--- src/rtl/hazard_ctrl_pkg.sv ---
// hazard_pkg: shared encodings for the pipeline hazard controller and its
// forwarding units (FSM states, forwarding selects, writeback source codes).
package hazard_pkg;

    // FSM state encoding
    localparam logic [0:0] RUN      = 1'b0;
    localparam logic [0:0] MDU_WAIT = 1'b1;

    // ALU operand forwarding select
    typedef logic [1:0] fwd_sel_t;
    localparam fwd_sel_t FWD_GPR = 2'b00;
    localparam fwd_sel_t FWD_MEM = 2'b01;
    localparam fwd_sel_t FWD_WB  = 2'b10;

    // memtoreg code that marks the EXE instruction as a load
    localparam logic [1:0] MEMTORG_LOAD = 2'b10;

    // $zero register index; it never produces a forward or a stall
    localparam int unsigned REG_ZERO = 0;

endpackage

--- src/rtl/hazard_ctrl_if.sv ---
// hazard_ctrl_if: datapath <-> hazard controller signal bundle.
// master = datapath side, slave = hazard controller side.
interface hazard_ctrl_if #(
    parameter int REG_W = 5,
    parameter int CNT_W = 32
);
    logic [REG_W-1:0] rs_id;
    logic [REG_W-1:0] rt_id;
    logic [REG_W-1:0] rs_exe;
    logic [REG_W-1:0] rt_exe;
    logic [REG_W-1:0] rw_exe;
    logic [REG_W-1:0] rw_mem;
    logic [REG_W-1:0] rw_wb;
    logic             reg_write_exe;
    logic             reg_write_mem;
    logic             reg_write_wb;
    logic [1:0]       memtoreg_exe;
    logic             jump_id;
    logic             branch_taken_exe;
    logic             mdu_start_exe;
    logic             mdu_done;

    logic             pc_en;
    logic             if_id_en;
    logic             id_exe_en;
    logic             if_id_flush;
    logic             id_exe_flush;
    logic             exe_mem_flush;
    logic [1:0]       fwd_a_sel;
    logic [1:0]       fwd_b_sel;
    logic [CNT_W-1:0] stall_cycles;
    logic [CNT_W-1:0] flush_count;

    modport master (
        output rs_id, rt_id, rs_exe, rt_exe, rw_exe, rw_mem, rw_wb,
               reg_write_exe, reg_write_mem, reg_write_wb, memtoreg_exe,
               jump_id, branch_taken_exe, mdu_start_exe, mdu_done,
        input  pc_en, if_id_en, id_exe_en, if_id_flush, id_exe_flush,
               exe_mem_flush, fwd_a_sel, fwd_b_sel, stall_cycles, flush_count
    );

    modport slave (
        input  rs_id, rt_id, rs_exe, rt_exe, rw_exe, rw_mem, rw_wb,
               reg_write_exe, reg_write_mem, reg_write_wb, memtoreg_exe,
               jump_id, branch_taken_exe, mdu_start_exe, mdu_done,
        output pc_en, if_id_en, id_exe_en, if_id_flush, id_exe_flush,
               exe_mem_flush, fwd_a_sel, fwd_b_sel, stall_cycles, flush_count
    );

endinterface

--- src/rtl/hazard_ctrl_fwd_unit.sv ---
// fwd_unit: combinational operand forwarding select for one ALU source.
// The younger result (MEM) wins over the older one (WB); $zero never forwards.
module fwd_unit
    import hazard_pkg::*;
#(
    parameter int REG_W = 5
) (
    input  logic [REG_W-1:0] src,
    input  logic [REG_W-1:0] rw_mem,
    input  logic             reg_write_mem,
    input  logic [REG_W-1:0] rw_wb,
    input  logic             reg_write_wb,
    output fwd_sel_t         sel
);

    // Pick the most recent in-flight producer of src, else the register file
    always_comb begin
        sel = FWD_GPR;
        if (reg_write_mem && (rw_mem != REG_W'(REG_ZERO)) && (rw_mem == src)) begin
            sel = FWD_MEM;
        end else if (reg_write_wb && (rw_wb != REG_W'(REG_ZERO)) && (rw_wb == src)) begin
            sel = FWD_WB;
        end
    end

endmodule

--- src/rtl/hazard_ctrl.sv ---
// hazard_ctrl: stall/flush/forwarding control for the 5-stage MIPS pipeline.
//
//   state    | meaning
//   ---------+---------------------------------------------------------
//   RUN      | normal flow; load-use, branch and jump hazards resolved
//   MDU_WAIT | multiply/divide in flight; front end frozen, MEM bubbled
//
// Optional build macro: HAZARD_CTRL_PERF_EN adds the stall/flush
// performance counters; without it both counter ports read zero.
module hazard_ctrl
    import hazard_pkg::*;
#(
    parameter int REG_W = 5,
    parameter int CNT_W = 32
) (
    input  logic         clock,
    input  logic         reset,
    hazard_ctrl_if.slave hif
);

    logic [0:0] state;
    logic [0:0] state_nxt;
    fwd_sel_t   fwd_a_raw;
    fwd_sel_t   fwd_b_raw;
    logic       load_use;
    logic       mdu_hold;

    logic       pc_en;
    logic       if_id_en;
    logic       id_exe_en;
    logic       if_id_flush;
    logic       id_exe_flush;
    logic       exe_mem_flush;
    fwd_sel_t   fwd_a_sel;
    fwd_sel_t   fwd_b_sel;

    fwd_unit #(.REG_W(REG_W)) u_fwd_a (
        .src           (hif.rs_exe),
        .rw_mem        (hif.rw_mem),
        .reg_write_mem (hif.reg_write_mem),
        .rw_wb         (hif.rw_wb),
        .reg_write_wb  (hif.reg_write_wb),
        .sel           (fwd_a_raw)
    );

    fwd_unit #(.REG_W(REG_W)) u_fwd_b (
        .src           (hif.rt_exe),
        .rw_mem        (hif.rw_mem),
        .reg_write_mem (hif.reg_write_mem),
        .rw_wb         (hif.rw_wb),
        .reg_write_wb  (hif.reg_write_wb),
        .sel           (fwd_b_raw)
    );

    assign load_use = (hif.memtoreg_exe == MEMTORG_LOAD) && hif.reg_write_exe &&
                      (hif.rw_exe != REG_W'(REG_ZERO)) &&
                      ((hif.rw_exe == hif.rs_id) || (hif.rw_exe == hif.rt_id));

    // The start cycle already shows the wait pattern so the MDU op stays in EXE;
    // a taken branch in the same cycle kills the start.
    assign mdu_hold = (state == MDU_WAIT) ||
                      (hif.mdu_start_exe && !hif.branch_taken_exe);

    // Next-state logic; mdu_done outside MDU_WAIT is ignored
    always_comb begin
        state_nxt = state;
        case (state)
            RUN:      if (hif.mdu_start_exe && !hif.branch_taken_exe) state_nxt = MDU_WAIT;
            MDU_WAIT: if (hif.mdu_done) state_nxt = RUN;
            default:  state_nxt = RUN;
        endcase
    end

    // State register; reset abandons any MDU wait
    always_ff @(posedge clock) begin
        if (reset) begin
            state <= RUN;
        end else begin
            state <= state_nxt;
        end
    end

    // Enables/flushes/selects in priority order: reset, MDU, branch, load-use, jump
    always_comb begin
        pc_en         = 1'b1;
        if_id_en      = 1'b1;
        id_exe_en     = 1'b1;
        if_id_flush   = 1'b0;
        id_exe_flush  = 1'b0;
        exe_mem_flush = 1'b0;
        fwd_a_sel     = fwd_a_raw;
        fwd_b_sel     = fwd_b_raw;
        if (reset) begin
            if_id_flush   = 1'b1;
            id_exe_flush  = 1'b1;
            exe_mem_flush = 1'b1;
            fwd_a_sel     = FWD_GPR;
            fwd_b_sel     = FWD_GPR;
        end else if (mdu_hold) begin
            pc_en         = 1'b0;
            if_id_en      = 1'b0;
            id_exe_en     = 1'b0;
            exe_mem_flush = 1'b1;
        end else if (hif.branch_taken_exe) begin
            if_id_flush   = 1'b1;
            id_exe_flush  = 1'b1;
        end else if (load_use) begin
            pc_en         = 1'b0;
            if_id_en      = 1'b0;
            id_exe_flush  = 1'b1;
        end else if (hif.jump_id) begin
            if_id_flush   = 1'b1;
        end
    end

    assign hif.pc_en         = pc_en;
    assign hif.if_id_en      = if_id_en;
    assign hif.id_exe_en     = id_exe_en;
    assign hif.if_id_flush   = if_id_flush;
    assign hif.id_exe_flush  = id_exe_flush;
    assign hif.exe_mem_flush = exe_mem_flush;
    assign hif.fwd_a_sel     = fwd_a_sel;
    assign hif.fwd_b_sel     = fwd_b_sel;

`ifdef HAZARD_CTRL_PERF_EN
    logic             any_flush;
    logic [CNT_W-1:0] stall_q;
    logic [CNT_W-1:0] flush_q;

    assign any_flush = if_id_flush || id_exe_flush || exe_mem_flush;

    // Free-running wrap-around counters of stalled and flushing cycles
    always_ff @(posedge clock) begin
        if (reset) begin
            stall_q <= '0;
            flush_q <= '0;
        end else begin
            if (!pc_en) stall_q <= stall_q + CNT_W'(1);
            if (any_flush) flush_q <= flush_q + CNT_W'(1);
        end
    end

    assign hif.stall_cycles = stall_q;
    assign hif.flush_count  = flush_q;
`else
    assign hif.stall_cycles = {CNT_W{1'b0}};
    assign hif.flush_count  = {CNT_W{1'b0}};
`endif

endmodule
--- src/flat_wrapper.sv ---
// flat-port wrapper written by rule: the top's interface ports become plain ports
module hazard_ctrl_flat import hazard_pkg::*;
#(
    parameter int REG_W = 5,
    parameter int CNT_W = 32
)
  (clock, reset, hif_rs_id, hif_rt_id, hif_rs_exe, hif_rt_exe, hif_rw_exe, hif_rw_mem, hif_rw_wb, hif_reg_write_exe, hif_reg_write_mem, hif_reg_write_wb, hif_memtoreg_exe, hif_jump_id, hif_branch_taken_exe, hif_mdu_start_exe, hif_mdu_done, hif_pc_en, hif_if_id_en, hif_id_exe_en, hif_if_id_flush, hif_id_exe_flush, hif_exe_mem_flush, hif_fwd_a_sel, hif_fwd_b_sel, hif_stall_cycles, hif_flush_count);
  hazard_ctrl_if #(.REG_W(REG_W), .CNT_W(CNT_W)) hif_i ();
  input  logic clock;
  input  logic reset;
  input wire logic [$bits(hif_i.rs_id)-1:0] hif_rs_id;
  input wire logic [$bits(hif_i.rt_id)-1:0] hif_rt_id;
  input wire logic [$bits(hif_i.rs_exe)-1:0] hif_rs_exe;
  input wire logic [$bits(hif_i.rt_exe)-1:0] hif_rt_exe;
  input wire logic [$bits(hif_i.rw_exe)-1:0] hif_rw_exe;
  input wire logic [$bits(hif_i.rw_mem)-1:0] hif_rw_mem;
  input wire logic [$bits(hif_i.rw_wb)-1:0] hif_rw_wb;
  input wire logic [$bits(hif_i.reg_write_exe)-1:0] hif_reg_write_exe;
  input wire logic [$bits(hif_i.reg_write_mem)-1:0] hif_reg_write_mem;
  input wire logic [$bits(hif_i.reg_write_wb)-1:0] hif_reg_write_wb;
  input wire logic [$bits(hif_i.memtoreg_exe)-1:0] hif_memtoreg_exe;
  input wire logic [$bits(hif_i.jump_id)-1:0] hif_jump_id;
  input wire logic [$bits(hif_i.branch_taken_exe)-1:0] hif_branch_taken_exe;
  input wire logic [$bits(hif_i.mdu_start_exe)-1:0] hif_mdu_start_exe;
  input wire logic [$bits(hif_i.mdu_done)-1:0] hif_mdu_done;
  output wire logic [$bits(hif_i.pc_en)-1:0] hif_pc_en;
  output wire logic [$bits(hif_i.if_id_en)-1:0] hif_if_id_en;
  output wire logic [$bits(hif_i.id_exe_en)-1:0] hif_id_exe_en;
  output wire logic [$bits(hif_i.if_id_flush)-1:0] hif_if_id_flush;
  output wire logic [$bits(hif_i.id_exe_flush)-1:0] hif_id_exe_flush;
  output wire logic [$bits(hif_i.exe_mem_flush)-1:0] hif_exe_mem_flush;
  output wire logic [$bits(hif_i.fwd_a_sel)-1:0] hif_fwd_a_sel;
  output wire logic [$bits(hif_i.fwd_b_sel)-1:0] hif_fwd_b_sel;
  output wire logic [$bits(hif_i.stall_cycles)-1:0] hif_stall_cycles;
  output wire logic [$bits(hif_i.flush_count)-1:0] hif_flush_count;
  assign hif_i.rs_id = hif_rs_id;
  assign hif_i.rt_id = hif_rt_id;
  assign hif_i.rs_exe = hif_rs_exe;
  assign hif_i.rt_exe = hif_rt_exe;
  assign hif_i.rw_exe = hif_rw_exe;
  assign hif_i.rw_mem = hif_rw_mem;
  assign hif_i.rw_wb = hif_rw_wb;
  assign hif_i.reg_write_exe = hif_reg_write_exe;
  assign hif_i.reg_write_mem = hif_reg_write_mem;
  assign hif_i.reg_write_wb = hif_reg_write_wb;
  assign hif_i.memtoreg_exe = hif_memtoreg_exe;
  assign hif_i.jump_id = hif_jump_id;
  assign hif_i.branch_taken_exe = hif_branch_taken_exe;
  assign hif_i.mdu_start_exe = hif_mdu_start_exe;
  assign hif_i.mdu_done = hif_mdu_done;
  assign hif_pc_en = hif_i.pc_en;
  assign hif_if_id_en = hif_i.if_id_en;
  assign hif_id_exe_en = hif_i.id_exe_en;
  assign hif_if_id_flush = hif_i.if_id_flush;
  assign hif_id_exe_flush = hif_i.id_exe_flush;
  assign hif_exe_mem_flush = hif_i.exe_mem_flush;
  assign hif_fwd_a_sel = hif_i.fwd_a_sel;
  assign hif_fwd_b_sel = hif_i.fwd_b_sel;
  assign hif_stall_cycles = hif_i.stall_cycles;
  assign hif_flush_count = hif_i.flush_count;
  hazard_ctrl #(.REG_W(REG_W), .CNT_W(CNT_W)) u_core (.clock(clock), .reset(reset), .hif(hif_i));
endmodule
--- config.mk ---
export PLATFORM = sky130hd
export DESIGN_NAME = hazard_ctrl_flat
export DESIGN_NICKNAME = d
export VERILOG_FILES = /design/src/rtl/hazard_ctrl_pkg.sv /design/src/rtl/hazard_ctrl_if.sv /design/src/rtl/hazard_ctrl_fwd_unit.sv /design/src/rtl/hazard_ctrl.sv /design/src/flat_wrapper.sv
export SDC_FILE = /design/constraint.sdc
export NUM_CORES = 1
export LEC_CHECK = 0
export CORE_UTILIZATION = 27
export CTS_CLUSTER_SIZE = 25
export DETAILED_ROUTE_END_ITERATION = 10
export GPL_ROUTABILITY_DRIVEN = 1
export GPL_TIMING_DRIVEN = 0
export MAX_ROUTING_LAYER = met4
export PLACE_DENSITY = 0.82
export SYNTH_ARGS = -nofsm -noshare
export SYNTH_HDL_FRONTEND = slang
export SYNTH_SLANG_ARGS = --single-unit
--- constraint.sdc ---
create_clock -name clock -period 1.95 [get_ports clock]
set_input_delay 0.39 -clock clock [delete_from_list [all_inputs] [get_ports clock]]
set_output_delay 0.39 -clock clock [all_outputs]
set_load 0.02 [all_outputs]
==> flow_summary.toml <==
[sta]
rsz0062_at_grt = "yes"
worst_slack_ns = -0.125
hold_viol_final = 0
holdWs_ns = 0.417
min_period_ns = 2.07
fmax_mhz = 482
fin_worst_skew_ns = 0
setup_viol_count_final = 5
drv_slew = 0
fin_crit_sh_pct = 106

[yosys]
syn_area_sq_um = 997
netlist_top_cells_count = "buf_4 (65), xnor2_1 (16), xor2_1 (14), nand3_1 (5), nor3_1 (5)"
synth.distinct_cells = 25
ys_ff_latch = 1
syn_avg_cell_area_sq_um = 7.39
yosysSeqAreaShare_pct = 2.01
yosys-top-cells-area = "buf_4 (49%), xnor2_1 (14%), xor2_1 (12%), or4_1 (3.0%), nand3_1 (2.5%)"
synth_most_common_cell = "buf_4"
synth_edf_count = 0
yosys.area.top_type_share_pct = 48.9
synth_ff_type = "dfxtp_1"
synth_warnings = 0
yosys.area.top_type = "buf_4"
async_reset_ff_share_pct = 0
synthCells = 135

[power]
leakagePower_nw = 1.08
powerDensity_mw_per_mm2 = 251
ir_worst_vdd_uv = 118

[floorplanning]
die_h_um = 62.8
die_area_sq_mm = 0.00394
io_pins = 120
die_x_um = 62.8
coreArea_sq_mm = 0.00344
core.rowCount = 21
initial_core_util_pct = 29.0

[routing]
drc_errors = 0
antenna_left = 0
post_drt_wl_per_cell_um = 8.62
vias_per_cell = 3.50
routed_wl_mm = 2.63
vias = 1067
first_pass_iters = 2
drtIter0Drc = 26

[worst_setup_path]
cp-start-kind = "primary input"
crit_arrival_ns = 1.68
rr_endpoint = "u_core.state"
required_ns = 1.56
path_class = "primary input to output pin"
reg2reg_slack_ns = 1.16
timing.rr.start = "u_core.state"
crit_start = "hif_rw_mem[1]"
worst_r2r_path_depth = 3
endpoint_kind = "output pin"
crit_fanout = 3

[global_route]
grt_use_met1_pct = 11.5
grtUsageMet3_pct = 1.82
grtUsageMet2_pct = 26.6
grt_pass1_wl_mm = 4.03
antenna_found_initial = 0
grt_max_degree = 9
track_usage_pct = 12.3
grt_overflow = 0
grt_pass1_vias = 970
grt-busiest-layer = "met2"

[min_path]
hold_end = "u_core.state"
holdCritStartpoint = "u_core.state"
hp-class = "flop to flop"
min_path_cells = 1

[placed_design]
place_congestion = 0.788
place_area_sq_mm = 0.00186
port_buffers = 55
dp_hpwl_mm = 2.28

[clock_network]
ctsHoldBuffers = 0
clk_pin_slew_worst_paths_ns = 0
clock_latency_ns = 0

[layout]
top_regs = "u_core.state: 1 flops"
area_delta_synth_final_pct = 93.1
nets = 307
fin_util_pct = 55.9
drive_gt1_share_pct = 45.6
antenna_cells = 0
final_cell_area_sq_mm = 0.00193
largest_register = "u_core.state"
largest_reg_flops = 1

[run]
cap_violations = 0

[run_status]
status = "complete, but fails checks"
violations = "negative setup slack"
logic make-up after synthesis:
kind of cell,Yosys count,share of synthesized area (%)
XOR/XNOR,30,26.3
AO/OA/AOI/OAI,10,6.27
buffers and inverters,67,49.7
AND/OR/NAND/NOR,26,15.3
other,1,0.376
flip-flops,1,2.01
where the power goes:
part	switching [mW]	internal [mW]	leakage, nW
combinational	0.237	0.223	1.07
clock	0	0	0
sequential	0.000612	0.0224	0.00827
worst max-delay path, cell delays in order:
cell,delay [ns]
buf_8,0.10
or4_4,0.54
o21ai_4,0.16
buf_6,0.13
nor3_4,0.03
nor3_2,0.17
buf_4,0.16
per-stage QoR:
stage / setup WS (ns) / total power, mW / TNS [ns] / std cells
after floorplan: -0.0381 / 0.323 / -0.0381 / 198
after global placement: -1.19 / 0.463 / -7.85 / 299
after detailed placement: -1.21 / 0.467 / -7.96 / 299
after CTS: -0.222 / 0.465 / -0.518 / 304
after global routing: -0.152 / 0.515 / -0.618 / 305
final: -0.125 / 0.484 / -0.385 / 305
cell type report:
cell class | instances | area [sq um]
plain buffers | 65 | 488
fillers | 340 | 1520
well taps | 46 | 57.6
flip-flops and latches | 1 | 20.0
multi-input cells | 130 | 820
repair buffers | 62 | 537
inverters | 1 | 3.75
what timing repair did:
action | CTS | global route
setup buffers | 6 | 2
pin swaps | 21 | 18
endpoints found under the setup margin | 10 | 8
gates resized for setup | 128 | 37
cells in the final DEF (no fill, tap or decap), drive strengths merged, types with 5 or more instances in the layout:
cell type      synthesis  final
dlygate4sd2            0     11
clkdlybuf4s50          0      8
nor3                   6      6
xnor2                 16     16
clkdlybuf4s15          0      6
conb                   1     64
xor2                  14     14
nand3                  5      5
clkbuf                 1      8
buf                   65     90
routing by layer:
layer	part of all wire [%]	up-vias
li1	-	558
met1	33	453
met2	58	56
met3	9.0	0
met4	0	0
met5	0	-
how the worst max path moves through the flow:
stage / endpoint / slack, ns / depth (start not counted)
after floorplan: hif_pc_en / -0.04 / 5
after global placement: hif_fwd_b_sel[1] / -1.19 / 6
after detailed placement: hif_fwd_b_sel[1] / -1.21 / 6
after CTS: hif_fwd_b_sel[1] / -0.22 / 7
after global routing: hif_fwd_a_sel[1] / -0.15 / 7
final: hif_fwd_a_sel[1] / -0.12 / 7
Note: power is estimated with default switching activity, not from simulation.
==> RTL change (same settings) <==
`CNT_W` is set to 32 in 3 places; all go to 16.
--- a/src/rtl/hazard_ctrl_if.sv
+++ b/src/rtl/hazard_ctrl_if.sv
@@ -2,7 +2,7 @@
 // master = datapath side, slave = hazard controller side.
 interface hazard_ctrl_if #(
     parameter int REG_W = 5,
-    parameter int CNT_W = 32
+    parameter int CNT_W = 16
 );
     logic [REG_W-1:0] rs_id;
     logic [REG_W-1:0] rt_id;
--- a/src/rtl/hazard_ctrl.sv
+++ b/src/rtl/hazard_ctrl.sv
@@ -11,7 +11,7 @@
     import hazard_pkg::*;
 #(
     parameter int REG_W = 5,
-    parameter int CNT_W = 32
+    parameter int CNT_W = 16
 ) (
     input  logic         clock,
     input  logic         reset,
--- a/src/flat_wrapper.sv
+++ b/src/flat_wrapper.sv
@@ -2,7 +2,7 @@
 module hazard_ctrl_flat import hazard_pkg::*;
 #(
     parameter int REG_W = 5,
-    parameter int CNT_W = 32
+    parameter int CNT_W = 16
 )
   (clock, reset, hif_rs_id, hif_rt_id, hif_rs_exe, hif_rt_exe, hif_rw_exe, hif_rw_mem, hif_rw_wb, hif_reg_write_exe, hif_reg_write_mem, hif_reg_write_wb, hif_memtoreg_exe, hif_jump_id, hif_branch_taken_exe, hif_mdu_start_exe, hif_mdu_done, hif_pc_en, hif_if_id_en, hif_id_exe_en, hif_if_id_flush, hif_id_exe_flush, hif_exe_mem_flush, hif_fwd_a_sel, hif_fwd_b_sel, hif_stall_cycles, hif_flush_count);
   hazard_ctrl_if #(.REG_W(REG_W), .CNT_W(CNT_W)) hif_i ();
Interface: changed (resized hif_flush_count and hif_stall_cycles); port bits go from 120 to 88. The function was not compared with the original's and may differ.
==> RTL change against the unedited design <==
The flow still finishes with violations (setup timing); die area is 23% lower; clock skew is the same; utilization is 4.0 points higher; routed wire length down 19%; total power is 23% lower; sequential cell count is the same; area after synthesis down 24%; sequential share of layout area increased by 0.26 points; design area shrank 20%; setup slack improved by 0.036 ns.
==> RTL change: results (changes against the unedited design) <==
\begin{tabular}{lr}
\hline
Metric & Value \\
\hline
\multicolumn{2}{l}{\textbf{Outcome}} \\
\quad Outcome & complete, but fails checks \\
\quad Failing checks & setup timing \\
\multicolumn{2}{l}{\textbf{Drt}} \\
\quad Metal1 wirelength & 679 um (-21\%) \\
\quad Total length of routed met3 wires & 226 um (-4.2\%) \\
\quad Routed length on met2 & 1210 um (-20\%) \\
\quad Drt via density & 3.85 (+10\%) \\
\quad Routed WL per cell & 9.50 um (+10\%) \\
\quad DR iter-0 viols & 0 (-100\%) \\
\quad Drt pass-1 iters & 1 (-1) \\
\multicolumn{2}{l}{\textbf{Place}} \\
\quad HPWL after detailed placement & 1800 um (-21\%) \\
\quad Placer's final routability congestion estimate & 0.798 (+1.3\%) \\
\multicolumn{2}{l}{\textbf{Yosys}} \\
\quad Area share of xor/xnor cells in the synthesized design & 34.7\% (+8.4 points) \\
\quad List of most frequent post-synthesis cells & sky130\_fd\_sc\_hd\_\_buf\_4, sky130\_fd\_sc\_hd\_\_xnor2\_1, sky130\_fd\_sc\_hd\_\_xor2\_1, sky130\_fd\_sc\_hd\_\_nand3\_1, sky130\_fd\_sc\_hd\_\_nor3\_1 \\
\quad Sequential cell area fraction in the yosys report & 2.64\% (+0.64 points) \\
\quad Synth Area in Compound Gates & 8.26\% (+2.0 points) \\
\quad FFs w/ async S/R, synth & 0\% (unchanged) \\
\quad Largest cells by area after synthesis & sky130\_fd\_sc\_hd\_\_buf\_4, sky130\_fd\_sc\_hd\_\_xnor2\_1, sky130\_fd\_sc\_hd\_\_xor2\_1, sky130\_fd\_sc\_hd\_\_or4\_1, sky130\_fd\_sc\_hd\_\_nand3\_1 \\
\multicolumn{2}{l}{\textbf{STA}} \\
\quad Final setup violation count & 4 (-1) \\
\quad Setup TNS & -0.233 ns (+0.151 ns) \\
\quad Worst Skew & 0 ns (unchanged) \\
\quad Final setup slack of the worst path & -0.0886 ns (+0.0363 ns) \\
\quad Post-route worst hold slack & 0.422 ns (+0.00539 ns) \\
\multicolumn{2}{l}{\textbf{GRT}} \\
\quad Remaining Overflow, GRT & 0 (unchanged) \\
\quad Initial antenna violation count & 0 (unchanged) \\
\quad Overall routing resource usage & 13.6\% (+1.3 points) \\
\quad Number of global-route vias before repair & 732 (-25\%) \\
\quad Global-route wire length before repair & 2990 um (-26\%) \\
\multicolumn{2}{l}{\textbf{Power}} \\
\quad Worst-case vdd ir drop & 0.163 mV (+38\%) \\
\quad Leakage component of the power & 0.788 nW (-27\%) \\
\multicolumn{2}{l}{\textbf{Finish}} \\
\quad Net count reported at finish & 241 (-21\%) \\
\quad Fraction of final layout cells with drive strength greater than 1 & 44.0\% (-1.5 points) \\
\quad Number of antenna diodes & 0 (unchanged) \\
\quad Fill cell instance count of the final layout & 241 (-29\%) \\
\multicolumn{2}{l}{\textbf{Worst setup path}} \\
\quad Minimum setup slack among reg-to-reg paths & 1.15 ns \\
\quad Critical path launch point & hif\_rw\_wb[3] \\
\hline
\end{tabular}
RTL change: worst max-delay path, cell delays in order:
cell and delay, ns:
sky130_fd_sc_hd__buf_4 0.10, sky130_fd_sc_hd__or4_4 0.12, sky130_fd_sc_hd__o21ai_2 0.05, sky130_fd_sc_hd__or4_4 0.54, sky130_fd_sc_hd__nor4_4 0.27, sky130_fd_sc_hd__buf_4 0.18
RTL change: power breakdown:
part,total (W),internal [W],switching (W)
Combinational,0.000350,0.000182,0.000168
Sequential,0.0000230,0.0000224,0.000000661
Clock,0,0,0
Total,0.000373,0.000204,0.000169
RTL change: stage by stage:
stage / worst slack, ns / power (W) / util, % / std cells / instance area, um^2
floorplan: -0.0381 / 0.000220 / - / 134 / 891
global placement: -1.16 / 0.000360 / 57.6 / 219 / 1480
detailed placement: -1.15 / 0.000363 / 57.6 / 219 / 1480
CTS: -0.196 / 0.000352 / 57.5 / 221 / 1480
global route: -0.144 / 0.000403 / 59.9 / 223 / 1540
finish: -0.0886 / 0.000373 / 59.9 / 223 / 1540
RTL change: final cells by class:
| class | instances | area share, % |
|---|---|---|
| tap | 30 | 2.44 |
| multi-input combinational | 98 | 44.9 |
| buffer | 33 | 16.1 |
| inverter | 1 | 0.244 |
| sequential | 1 | 1.30 |
| timing repair buffer | 60 | 35.0 |
RTL change: routing by layer:
layer | track usage, % | vias up
met4 | 0 | 0
met2 | 30.1 | 46
met1 | 13.5 | 352
met3 | 0.273 | 0
li1 | - | 461
met5 | - | -
RTL change: worst max-delay path by stage:
stage	cells after the start	slack [ns]	end
finish	6	-0.09	hif_fwd_b_sel[1]
global route	6	-0.14	hif_fwd_b_sel[1]
CTS	6	-0.20	hif_fwd_b_sel[1]
detailed placement	6	-1.15	hif_fwd_b_sel[1]
global placement	6	-1.16	hif_fwd_b_sel[1]
floorplan	5	-0.04	hif_pc_en
RTL change: logic make-up (layout without fill, tap and decap cells):
family | Yosys count | count (layout)
DFF | 1 | 1
and+or+nand+nor | 26 | 26
other | 1 | 32
AOI/OAI and AO/OA | 10 | 10
buffers and inverters | 35 | 94
xor gates and xnor gates | 30 | 30
RTL change: what timing repair did:
action | in CTS | in global routing
setup buffers | 3 | 2
setup endpoints to repair | 10 | 7
pin swaps | 22 | 19
resized for setup | 127 | 56
